## src/rtl/instr_fetch_queue.sv

```systemverilog
// Instruction fetch front-end: sequential fetch over a req/ack memory port, a
// small PC-tagged prefetch FIFO for decode, and branch-redirect flush.
module instr_fetch_queue #(
  parameter int          DEPTH    = 4,
  parameter logic [31:0] RESET_PC = 32'd0
) (
  input  logic        clk_i,
  input  logic        rst_n,
  output logic        mem_req_o,
  output logic [31:0] mem_addr_o,
  input  logic        mem_ack_i,
  input  logic [31:0] mem_rdata_i,
  input  logic        redirect_i,
  input  logic [31:0] redirect_pc_i,
  output logic        instr_valid_o,
  output logic [31:0] instr_o,
  output logic [31:0] instr_pc_o,
  input  logic        instr_ready_i,
  output logic [31:0] fetch_pc_o
);

  localparam int PTR_W = $clog2(DEPTH);
  localparam int CNT_W = PTR_W + 1;

  localparam logic [1:0] ST_IDLE = 2'd0;
  localparam logic [1:0] ST_WAIT = 2'd1;
  localparam logic [1:0] ST_DROP = 2'd2;

  logic [1:0]       state;
  logic [31:0]      fetch_pc;
  logic [PTR_W-1:0] rd_ptr;
  logic [PTR_W-1:0] wr_ptr;
  logic [CNT_W-1:0] count;
  logic [CNT_W-1:0] occ;
  logic [31:0]      pc_mem   [DEPTH];
  logic [31:0]      data_mem [DEPTH];
  logic [31:0]      redirect_target;
  logic             issue;
  logic             push;
  logic             pop;
  logic             unused_pc_bits;

  assign redirect_target = {redirect_pc_i[31:2], 2'b00};
  assign unused_pc_bits  = ^redirect_pc_i[1:0];

  // A fetch in flight already owns a FIFO slot, so its ack can never overflow.
  assign occ = count + CNT_W'(state == ST_WAIT);

  // NOTE: every always_comb output gets a default first so no latch is inferred.
  always_comb begin
    issue = 1'b0;
    push  = 1'b0;
    pop   = 1'b0;
    if (!redirect_i) begin
      issue = (state == ST_IDLE) && (occ < CNT_W'(DEPTH));
      push  = (state == ST_WAIT) && mem_ack_i;
      pop   = instr_valid_o && instr_ready_i;
    end
  end

  // NOTE: sequential state uses non-blocking assignments only, so every
  // register samples pre-edge values regardless of block ordering.
  always_ff @(posedge clk_i or negedge rst_n) begin
    if (!rst_n) begin
      state      <= ST_IDLE;
      mem_req_o  <= 1'b0;
      mem_addr_o <= RESET_PC;
    end else begin
      case (state)
        ST_IDLE: begin
          if (issue) begin
            mem_req_o  <= 1'b1;
            mem_addr_o <= fetch_pc;
            state      <= ST_WAIT;
          end
        end
        ST_WAIT: begin
          if (mem_ack_i) begin
            mem_req_o <= 1'b0;
            state     <= ST_IDLE;
          end else if (redirect_i) begin
            state <= ST_DROP;
          end
        end
        ST_DROP: begin
          // The memory must still complete the stale access; its data is dropped.
          if (mem_ack_i) begin
            mem_req_o <= 1'b0;
            state     <= ST_IDLE;
          end
        end
        default: begin
          mem_req_o <= 1'b0;
          state     <= ST_IDLE;
        end
      endcase
    end
  end

  always_ff @(posedge clk_i or negedge rst_n) begin
    if (!rst_n) begin
      fetch_pc <= RESET_PC;
    end else if (redirect_i) begin
      fetch_pc <= redirect_target;
    end else if (push) begin
      fetch_pc <= fetch_pc + 32'd4;
    end
  end

  always_ff @(posedge clk_i or negedge rst_n) begin
    if (!rst_n) begin
      rd_ptr <= '0;
      wr_ptr <= '0;
      count  <= '0;
    end else if (redirect_i) begin
      rd_ptr <= '0;
      wr_ptr <= '0;
      count  <= '0;
    end else begin
      if (push) wr_ptr <= wr_ptr + PTR_W'(1);
      if (pop)  rd_ptr <= rd_ptr + PTR_W'(1);
      case ({push, pop})
        2'b10:   count <= count + CNT_W'(1);
        2'b01:   count <= count - CNT_W'(1);
        default: count <= count;
      endcase
    end
  end

  // NOTE: the storage array has no reset; the head outputs are gated by count,
  // so stale entries are never observable.
  always_ff @(posedge clk_i) begin
    if (push) begin
      pc_mem[wr_ptr]   <= fetch_pc;
      data_mem[wr_ptr] <= mem_rdata_i;
    end
  end

  assign instr_valid_o = (count != '0);
  assign instr_o       = instr_valid_o ? data_mem[rd_ptr] : 32'd0;
  assign instr_pc_o    = instr_valid_o ? pc_mem[rd_ptr]   : 32'd0;
  assign fetch_pc_o    = fetch_pc;

endmodule

```

## config.mk

```make
export PLATFORM = sky130hd
export DESIGN_NAME = instr_fetch_queue
export DESIGN_NICKNAME = d
export VERILOG_FILES = /design/src/rtl/instr_fetch_queue.sv
export SDC_FILE = /design/constraint.sdc
export NUM_CORES = 1
export LEC_CHECK = 0
export CAP_MARGIN = 20
export CORE_MARGIN = 1
export CORE_UTILIZATION = 58
export DETAILED_ROUTE_END_ITERATION = 12
export PLACE_DENSITY_LB_ADDON = 0.05
export SLEW_MARGIN = 10
export SYNTH_ARGS = -nofsm -noshare
export SYNTH_HDL_FRONTEND = slang
export SYNTH_SLANG_ARGS = --single-unit
```

## constraint.sdc

```tcl
create_clock -name clk_i -period 10.8 [get_ports clk_i]
set_input_delay 2.16 -clock clk_i [delete_from_list [all_inputs] [get_ports clk_i]]
set_output_delay 2.16 -clock clk_i [all_outputs]
set_load 0.02 [all_outputs]
```

Word-level counts from Yosys, hierarchy flattened
Memory sizes are Yosys's and may differ from the RTL's.
Cells that the tools add are included.
{"block": "totals", "out_inout_bits": 130, "input_bits": 69, "mem_bits_rw": 256, "mem_count": 2, "reg_bits": 74, "elab_cells": 59}
{"name": "data_mem", "words": 4, "word_bits": 32, "rd": 1, "rd_clocked_by_memory_dff": 0, "write_ports": 1, "line": "36", "source": "logic [31:0] data_mem [DEPTH];"}
{"name": "pc_mem", "words": 4, "word_bits": 32, "rd": 1, "rd_clocked_by_memory_dff": 0, "write_ports": 1, "line": "35", "source": "logic [31:0] pc_mem [DEPTH];"}
{"block": "classes", "magnitude_cmp": 1, "n_addsub": 6, "reduce_logical": 12, "muxes": 23, "n_eq_ne": 8}
{"cell": "$mux 32", "count": 4}
{"cell": "$add 32x3->32 const B", "count": 1}
{"cell": "$mux 2", "count": 8}
{"cell": "$mux 1", "count": 7}
{"cell": "$pmux 2 s3", "count": 1}
{"cell": "$pmux 3 s2", "count": 1}
{"cell": "$reduce_bool 3->1", "count": 2}
{"cell": "$add 2x1->2 const B", "count": 2}
{"cell": "$eq 2x1->1 const B", "count": 2}
{"cell": "$eq 2x2->1 const B", "count": 2}
{"cell": "$ne 2x2->1 const B", "count": 2}
{"cell": "$reduce_and 2->1", "count": 2}
{"cell": "$reduce_bool 2->1", "count": 2}
{"cell": "$add 3x1->3", "count": 1}
{"cell": "$add 3x1->3 const B", "count": 1}
{"cell": "$logic_and 1x1->1", "count": 3}
{"cell": "$lt 3x3->1 const B", "count": 1}
{"cell": "$mux 3", "count": 1}
{"cell": "$ne 3x3->1 const B", "count": 1}
{"cell": "$reduce_and 3->1", "count": 1}
{"cell": "$sub 3x1->3 const B", "count": 1}
{"cell": "$logic_not 2->1", "count": 1}
{"cell": "$ne 2x1->1 const B", "count": 1}
{"cell": "$pmux 1 s2", "count": 1}
{"cell": "$reduce_or 2->1", "count": 1}

Longest topological paths before layout
Gate-level depths: netlist of run 1.
{"block": "logic_depth", "ltp_word": 7, "depth_mapped": 10, "depth_no_buf": 9}

Worst setup path after synthesis of run 1
Ideal clock, no wire load.
{"block": "synth_timing", "path_kind": "input -> register", "start": "input port redirect_i", "end": "memory data_mem[1][0], enable pin", "required_ps": 10229, "n_path_buf": 3, "slack_ps": 2933, "arrival_time_ps": 7295, "cell_stages": 4, "setup_time_ps": 571, "cell_sequence": "clkbuf_1 -> clkbuf_1 -> clkbuf_1 -> nor3b_1"}
{"block": "synth_via", "elab_chain_len": 3}
{"item": "start: declaration", "line": "13", "source": "input logic redirect_i,"}
{"item": "$mux 1", "line": "54", "source": "if (!redirect_i) begin"}
{"item": "$mux 1", "line": "133", "source": "if (push) begin"}
{"item": "$mux 1 (implied by the code)", "line": "135", "source": "data_mem[wr_ptr] <= mem_rdata_i;"}
{"item": "end: declaration", "line": "36"}
No other way between the ends.

Worst setup path in the final report of run 1
{"block": "layout_timing", "start": "register rd_ptr[0]", "end": "output port instr_o[22]"}
{"block": "layout_via", "elab_chain_len": 2}
{"item": "start: declaration", "line": "31", "source": "logic [PTR_W-1:0] rd_ptr;"}
{"item": "start signal: assignment", "line": "121", "source": "if (pop) rd_ptr <= rd_ptr + PTR_W'(1);"}
{"item": "$mem_v2 4x32"}
{"item": "$mux 32", "line": "140", "source": "assign instr_o = instr_valid_o ? data_mem[rd_ptr] : 32'd0;"}
{"item": "end: declaration", "line": "16", "source": "output logic [31:0] instr_o,"}
No other way between the ends.

==> results of run 1 <==
## area by class of cell
cell class                      count  area [µm²]  area share, %
Timing Repair Buffer              200        1987          12.39
Clock buffer                       45       913.4          5.697
Multi-Input combinational cell    368        3470          21.64
Sequential cell                   318        9206          57.42
Clock inverter                     15       68.82         0.4292
Inverter                           10       37.54         0.2341
Tap cell                          280       350.3          2.185
## registers in the layout, summed over array words and instances, names as in the netlist, 2 cells and up
signal	count
data_mem	128
pc_mem	120
fetch_pc_o	30
mem_addr_o	30
count	3
rd_ptr	2
state	2
wr_ptr	2
## path summary, 6_finish.rpt
kind / to / from / slack [ps]
worst max-delay path: instr_o[22] / rd_ptr[0] / 5290
worst min-delay path: mem_addr_o[29] / mem_addr_o[29] / 510
worst max register to register: pc_mem[1][6] / state[1] / 7990
worst min register to register: mem_addr_o[29] / mem_addr_o[29] / 510
max in group asynchronous: rd_ptr[1] / rst_n / 8330
min in group asynchronous: mem_addr_o[3] / rst_n / 1810
## worst max-delay path, stage by stage, from the launching register on
cell	delay (ps)
dfrtp_4	870
buf_4	650
mux4_2	600
and2_1	190
clkdlybuf4s50_1	530
## logic make-up after synthesis
logic type / after synthesis / share of synthesized area (%)
XOR/XNOR: 15 / 1.020
multiplexers: 95 / 13.69
other: 1 / 0.02910
AO/OA/AOI/OAI: 56 / 2.748
flip-flops: 318 / 71.39
adder cells (fa/ha/maj): 9 / 0.9323
buffers and inverters: 57 / 1.991
AND/OR/NAND/NOR: 187 / 8.196
## synth_stat cells (all sizes together) (2+ instances only)
library cell | number | area, µm²
a31oi | 15 | 93.84
mux2i | 3 | 30.03
nor3b | 5 | 37.54
edfxtp | 248 | 7447
and4 | 6 | 52.55
nand4 | 11 | 68.82
o211ai | 6 | 45.04
xnor2 | 5 | 43.79
and3 | 8 | 50.05
xor2 | 10 | 87.58
clkbuf | 27 | 102.6
inv | 10 | 37.53
buf | 20 | 116.4
nand2 | 29 | 108.9
or3 | 5 | 31.28
or4 | 16 | 120.1
nor2 | 23 | 86.33
mux2 | 30 | 337.8
o31ai | 9 | 67.56
a31o | 2 | 17.52
o21a | 2 | 15.01
and2 | 63 | 394.1
mux4 | 62 | 1396
a21oi | 5 | 25.02
ha | 8 | 100.1
nand3 | 19 | 95.09
dfrtp | 70 | 1752
o21ai | 15 | 75.07
## per-layer routing
metal / share of wire [%] / GRT usage [%]
met5: 0 / 0
met4: 1.6 / 7.150
met3: 6.4 / 4.639
met2: 51 / 40.99
met1: 41 / 32.61
## report_power, final
group / switching [mW] / internal (mW) / total, mW
clock network: 0.435 / 0.593 / 1.03
logic: 0.640 / 0.688 / 1.33
registers: 0.134 / 1.45 / 1.59
total: 1.21 / 2.74 / 3.95
## stage by stage
step	total power, mW	cell area (µm²)
5_1_grt	4.123	16030
2_1_floorplan	2.362	12900
3_5_place_dp	2.958	15050
6_report	3.945	16030
3_3_place_gp	2.911	15030
4_1_cts	3.992	16030
==> results.md, run 1 <==
* Initial antenna violation count at 0
* Final Setup Violations at 0
* Clock Path Buffers at 3
* PnR worst setup slack at between 5000 and 6000 ps
* Post-Place Setup Slack at 5699 ps
* Core area at 0.02182 mm²
* Share of post-route cells with drive strength above 1 at roughly 16%
* Reg2Reg Depth at 5
* Worst EP required at just under 9000 ps
* Ports at approximately 200
* Most frequent cells in the layout: edfxtp_1, clkdlybuf4s50_1, dfrtp_1
* Fraction of registers with async set/reset at between 20% and 30%
* DR WL/cell at ~22 µm
* Tmin final at around 5500 ps
* Distinct cells, synth at 38
* Synthesis-to-layout area growth at 24.43%
* Root Buffer: clkbuf_16
* H-tree Lvls at 2
* Site row count at 54
* Vias in the first global route at around 7.6k
* Slew @ Worst Pin at roughly 950 ps
* HPWL after detailed placement at approximately 16000 µm
* Placed Cells at between 1k and 1.5k
* Startpoint class of the critical path: flop
* Vias per std cell at around 6
* Total gr overflow at 0
* Gpl congestion at about 0.83
* First-pass GRT wire length at 41400 µm
* CP Capture Type: output pin
* Outcome: finished clean
* Pwr/cell area at 246.1 mW/mm²
* Slew Viols, Final at 0
* First DRT Iteration DRCs at ~460
* Most common cell after layout, fill and taps aside: edfxtp_1
* Peak supply drop at ~190 µV
* Leakage dissipation at about 5.4 nW
* Post-CTS setup buffers at 0
* Worst Hold Class: flop to flop
* CTS sink count at between 300 and 400
* Final Net Count at 1010
* Die X at 151.0 µm
* Total die area at between 0.02 and 0.025 mm²
* MaxCap Viol Count at 0
* Hold Slack at approximately 510 ps
* Clock buffer count from CTS at 34
* Largest net degree at the start of global routing at roughly 70
* Synth warnings at 0
* Util after Layout at between 70 and 80%
* Top FF cell, synth: edfxtp_1
* Initial Util at about three fifths
* Crit path DAT at roughly 3400 ps
* Crit path kind: flop to output pin
* Initial DRT Pass Iterations at 7
* Worst skew pair latency at approximately 500 ps
* Vias at 7287
* Worst clock skew at 11.85 ps
* CP Max Fanout at 33
* Worst-path clk slew at 50 ps
* Die height at between 150 and 200 µm
* CTS tree: yes
* Routed Wire Length at 26610 µm
* GRT Total Usage at roughly 24%
* Residual DRC at 0
* Slew HR at a little over a third
* Mapped cell area at ~0.013 mm²
* Hold path depth at 1
* Syn Area/Cell at 17.46 µm²
* Post-Synthesis Cells at 738
* CTS hold repair buffers at 0
* Final cell count without fillers at between 1k and 1.5k
* Antenna diodes at 0
* Register area share after synthesis at between 70% and 80%
* Buffers added on ports at 190
* Routed Antenna Nets at 0
* Fin crit share at between 50% and 60%
* Post-synthesis register bit count at around 320
* Setup_tns at 0 ps
* Post-synth EDFFs at about 250
* Unrepaired setup endpoints after global routing: false
* Post_cts resized at 0
* Peak Freq at ~0.18 GHz
* Fillcell total at ~1.3k
* Final Hold Fails at 0
Power figures use the tool's default switching activity.
==> run 2: changes to the inputs <==
--- a/config.mk
+++ b/config.mk
@@ -7,7 +7,7 @@
 export LEC_CHECK = 0
 export CAP_MARGIN = 20
 export CORE_MARGIN = 1
-export CORE_UTILIZATION = 58
+export CORE_UTILIZATION = 49
 export DETAILED_ROUTE_END_ITERATION = 12
 export PLACE_DENSITY_LB_ADDON = 0.05
 export SLEW_MARGIN = 10
==> constraint.sdc (replaced) <==
create_clock -name clk_i -period 4.4 [get_ports clk_i]
set_input_delay 0.88 -clock clk_i [delete_from_list [all_inputs] [get_ports clk_i]]
set_output_delay 0.88 -clock clk_i [all_outputs]
set_load 0.02 [all_outputs]
==> run 2 against run 1 <==
  * Count of clock-buffer cells in the layout up 5
  * Largest power group unchanged
  * Setup slack worse by 4800 ps
  * First-iteration DRC count down 1.5%
  * Clock power rose to 2.8 times the previous value
  * Final cell count up 4.1%
  * Die area up 18%
==> results.md, run 2 (same netlist as run 1, synthesis figures left out) <==
* Outcome: finished clean (unchanged)
* Peak Freq at ~0.26 GHz
* Post-CTS setup buffers at 0 (unchanged)
* Vias at 7240 (was 7287)
* Die height at 164.2 µm (was 151.0 µm)
* Site row count at 58 (was 54)
* Worst clock skew at 18.21 ps (was 11.85 ps)
* Cell area after layout at 0.01638 mm² (was 0.01603 mm²)
* MaxCap Viol Count at 0 (unchanged)
* Worst Hold Class: primary input to asynchronous set/reset pin (was flop to flop)
* Initial antenna violation count at 0 (unchanged)
* Initial Util at 50.58% (was 59.04%)
* Worst EP required at 3520 ps (was 8640 ps)
* Vias in the first global route at 7489 (was 7593)
* Core area at 0.02547 mm² (was 0.02182 mm²)
* Gpl congestion at 0.8399 (was 0.8251)
* Residual DRC at 0 (unchanged)
* Most frequent cells in the layout: edfxtp_1, clkdlybuf4s50_1, dfrtp_1 (unchanged)
* Leakage dissipation at 5.556 nW (was 5.432 nW)
* Max FFs per register at 128 (unchanged)
* Crit path kind: flop to output pin (unchanged)
* Setup_tns at 0 ps (unchanged)
* Slew HR at 40.04% (was 36.44%)
* Most common cell after layout, fill and taps aside: edfxtp_1 (unchanged)
* Die X at 164.2 µm (was 151.0 µm)
* Buffers added on ports at 190 (unchanged)
* Unrepaired setup endpoints after global routing: false (unchanged)
* Worst-path clk slew at 60 ps (was 50 ps)
* Slew @ Worst Pin at 899.4 ps (was 953.4 ps)
* Synthesis-to-layout area growth at 27.14% (was 24.43%)
* PnR worst setup slack at 504.2 ps (was 5288 ps)
* DR WL/cell at 20.80 µm (was 21.53 µm)
* CTS sink count at 318 (unchanged)
* Antenna diodes at 0 (unchanged)
* Routed Wire Length at 26780 µm (was 26610 µm)
* Total gr overflow at 0 (unchanged)
* CTS tree: yes (unchanged)
* Biggest registers after layout: data_mem x128, pc_mem x120 (unchanged)
* Largest net degree at the start of global routing at 71 (unchanged)
* Fin crit share at approximately nine tenths
* R2R Path End: count[2] (was pc_mem[1][6])
* First DRT Iteration DRCs at 457 (was 464)
* Pwr/cell area at 617.6 mW/mm² (was 246.1 mW/mm²)
* Slew Viols, Final at 0 (unchanged)
* Total power at 10.12 mW (was 3.945 mW)
* H-tree Lvls at 2 (unchanged)
* Reg2Reg Depth at 9 (was 5)
* Initial DRT Pass Iterations at 5 (was 7)
* CP Max Fanout at 34 (was 33)
* Ports at 199 (unchanged)
* CP Capture Type: output pin (unchanged)
* Root Buffer: clkbuf_16 (unchanged)
* Post-Place Setup Slack at 930.1 ps (was 5699 ps)
* Clock Path Buffers at 3 (unchanged)
* Util after Layout at 64.31% (was 73.47%)
* Reg2reg start: state[1] (unchanged)
* Final cell count without fillers at 1287 (was 1236)
* Placed cell areas at 0.01521 mm² (was 0.01505 mm²)
* Crit path DAT at 3020 ps (was 3350 ps)
* Startpoint class of the critical path: flop (unchanged)
* GRT Total Usage at 20.50% (was 24.38%)
* HPWL after detailed placement at 16350 µm (was 16170 µm)
* Most flops, register: data_mem (unchanged)
* Placed Cells at 1227 (was 1176)
* CTS hold repair buffers at 0 (unchanged)
* Routed Antenna Nets at 0 (unchanged)
* Tmin final at roughly 3900 ps
* Share of post-route cells with drive strength above 1 at 16.82% (was 16.00%)
* Total die area at 0.02695 mm² (was 0.02281 mm²)
* Post_cts resized at 0 (unchanged)
* Final Setup Violations at 0 (unchanged)
* Worst reg2reg setup slack at 1650 ps (was 7990 ps)
* Final Net Count at 1011 (was 1010)
* Final Hold Fails at 0 (unchanged)
* Vias per std cell at 5.625 (was 5.896)
* Peak supply drop at 404.0 µV (was 193.2 µV)
* Hold Slack at 495.7 ps (was 510.2 ps)
* Clock buffer count from CTS at 34 (unchanged)
* First-pass GRT wire length at 41460 µm (was 41400 µm)
* Worst skew pair latency at 500 ps (about the same)
-- run 2: cell type report --
type | count | area, µm²
clock buffer | 50 | 1027
clock inverter | 10 | 146.4
fill | 1811 | 9090
inverter | 10 | 37.54
multi-input combinational | 368 | 3470
sequential | 318 | 9206
tap | 330 | 412.9
timing repair buffer | 201 | 2082
-- run 2: where the power goes --
part	internal [mW]	leakage [nW]	switching [mW]
Clock	1.85	0.573	1.07
Sequential	3.57	3.07	0.322
Combinational	1.73	1.91	1.58
Total	7.15	5.56	2.97
-- run 2: layer usage --
layer	track usage [%]	vias to the layer above	wire (µm)	part of all wire (%)
li1	-	3267	-	-
met1	27.15	3674	11240	42
met2	34.94	261	13410	50
met3	3.864	38	1680	6.3
met4	5.135	0	439	1.6
met5	0	-	0	0
-- run 2: critical path: stages, from the launching register on --
cell	delay (ps)
dfrtp_4	910
buf_4	370
mux4_2	510
and2_1	180
clkdlybuf4s50_1	540
-- run 2: worst max-delay path by stage --
stage / from / end / slack, ps / depth (start not counted)
floorplan: redirect_i / data_mem[1][0] / -2190 / 4
global placement: rd_ptr[0] / instr_o[28] / 960 / 4
detailed placement: rd_ptr[0] / instr_o[28] / 930 / 4
CTS: rd_ptr[0] / instr_o[28] / 390 / 4
global route: rd_ptr[0] / instr_pc_o[12] / 280 / 4
finish: rd_ptr[0] / instr_pc_o[11] / 500 / 4
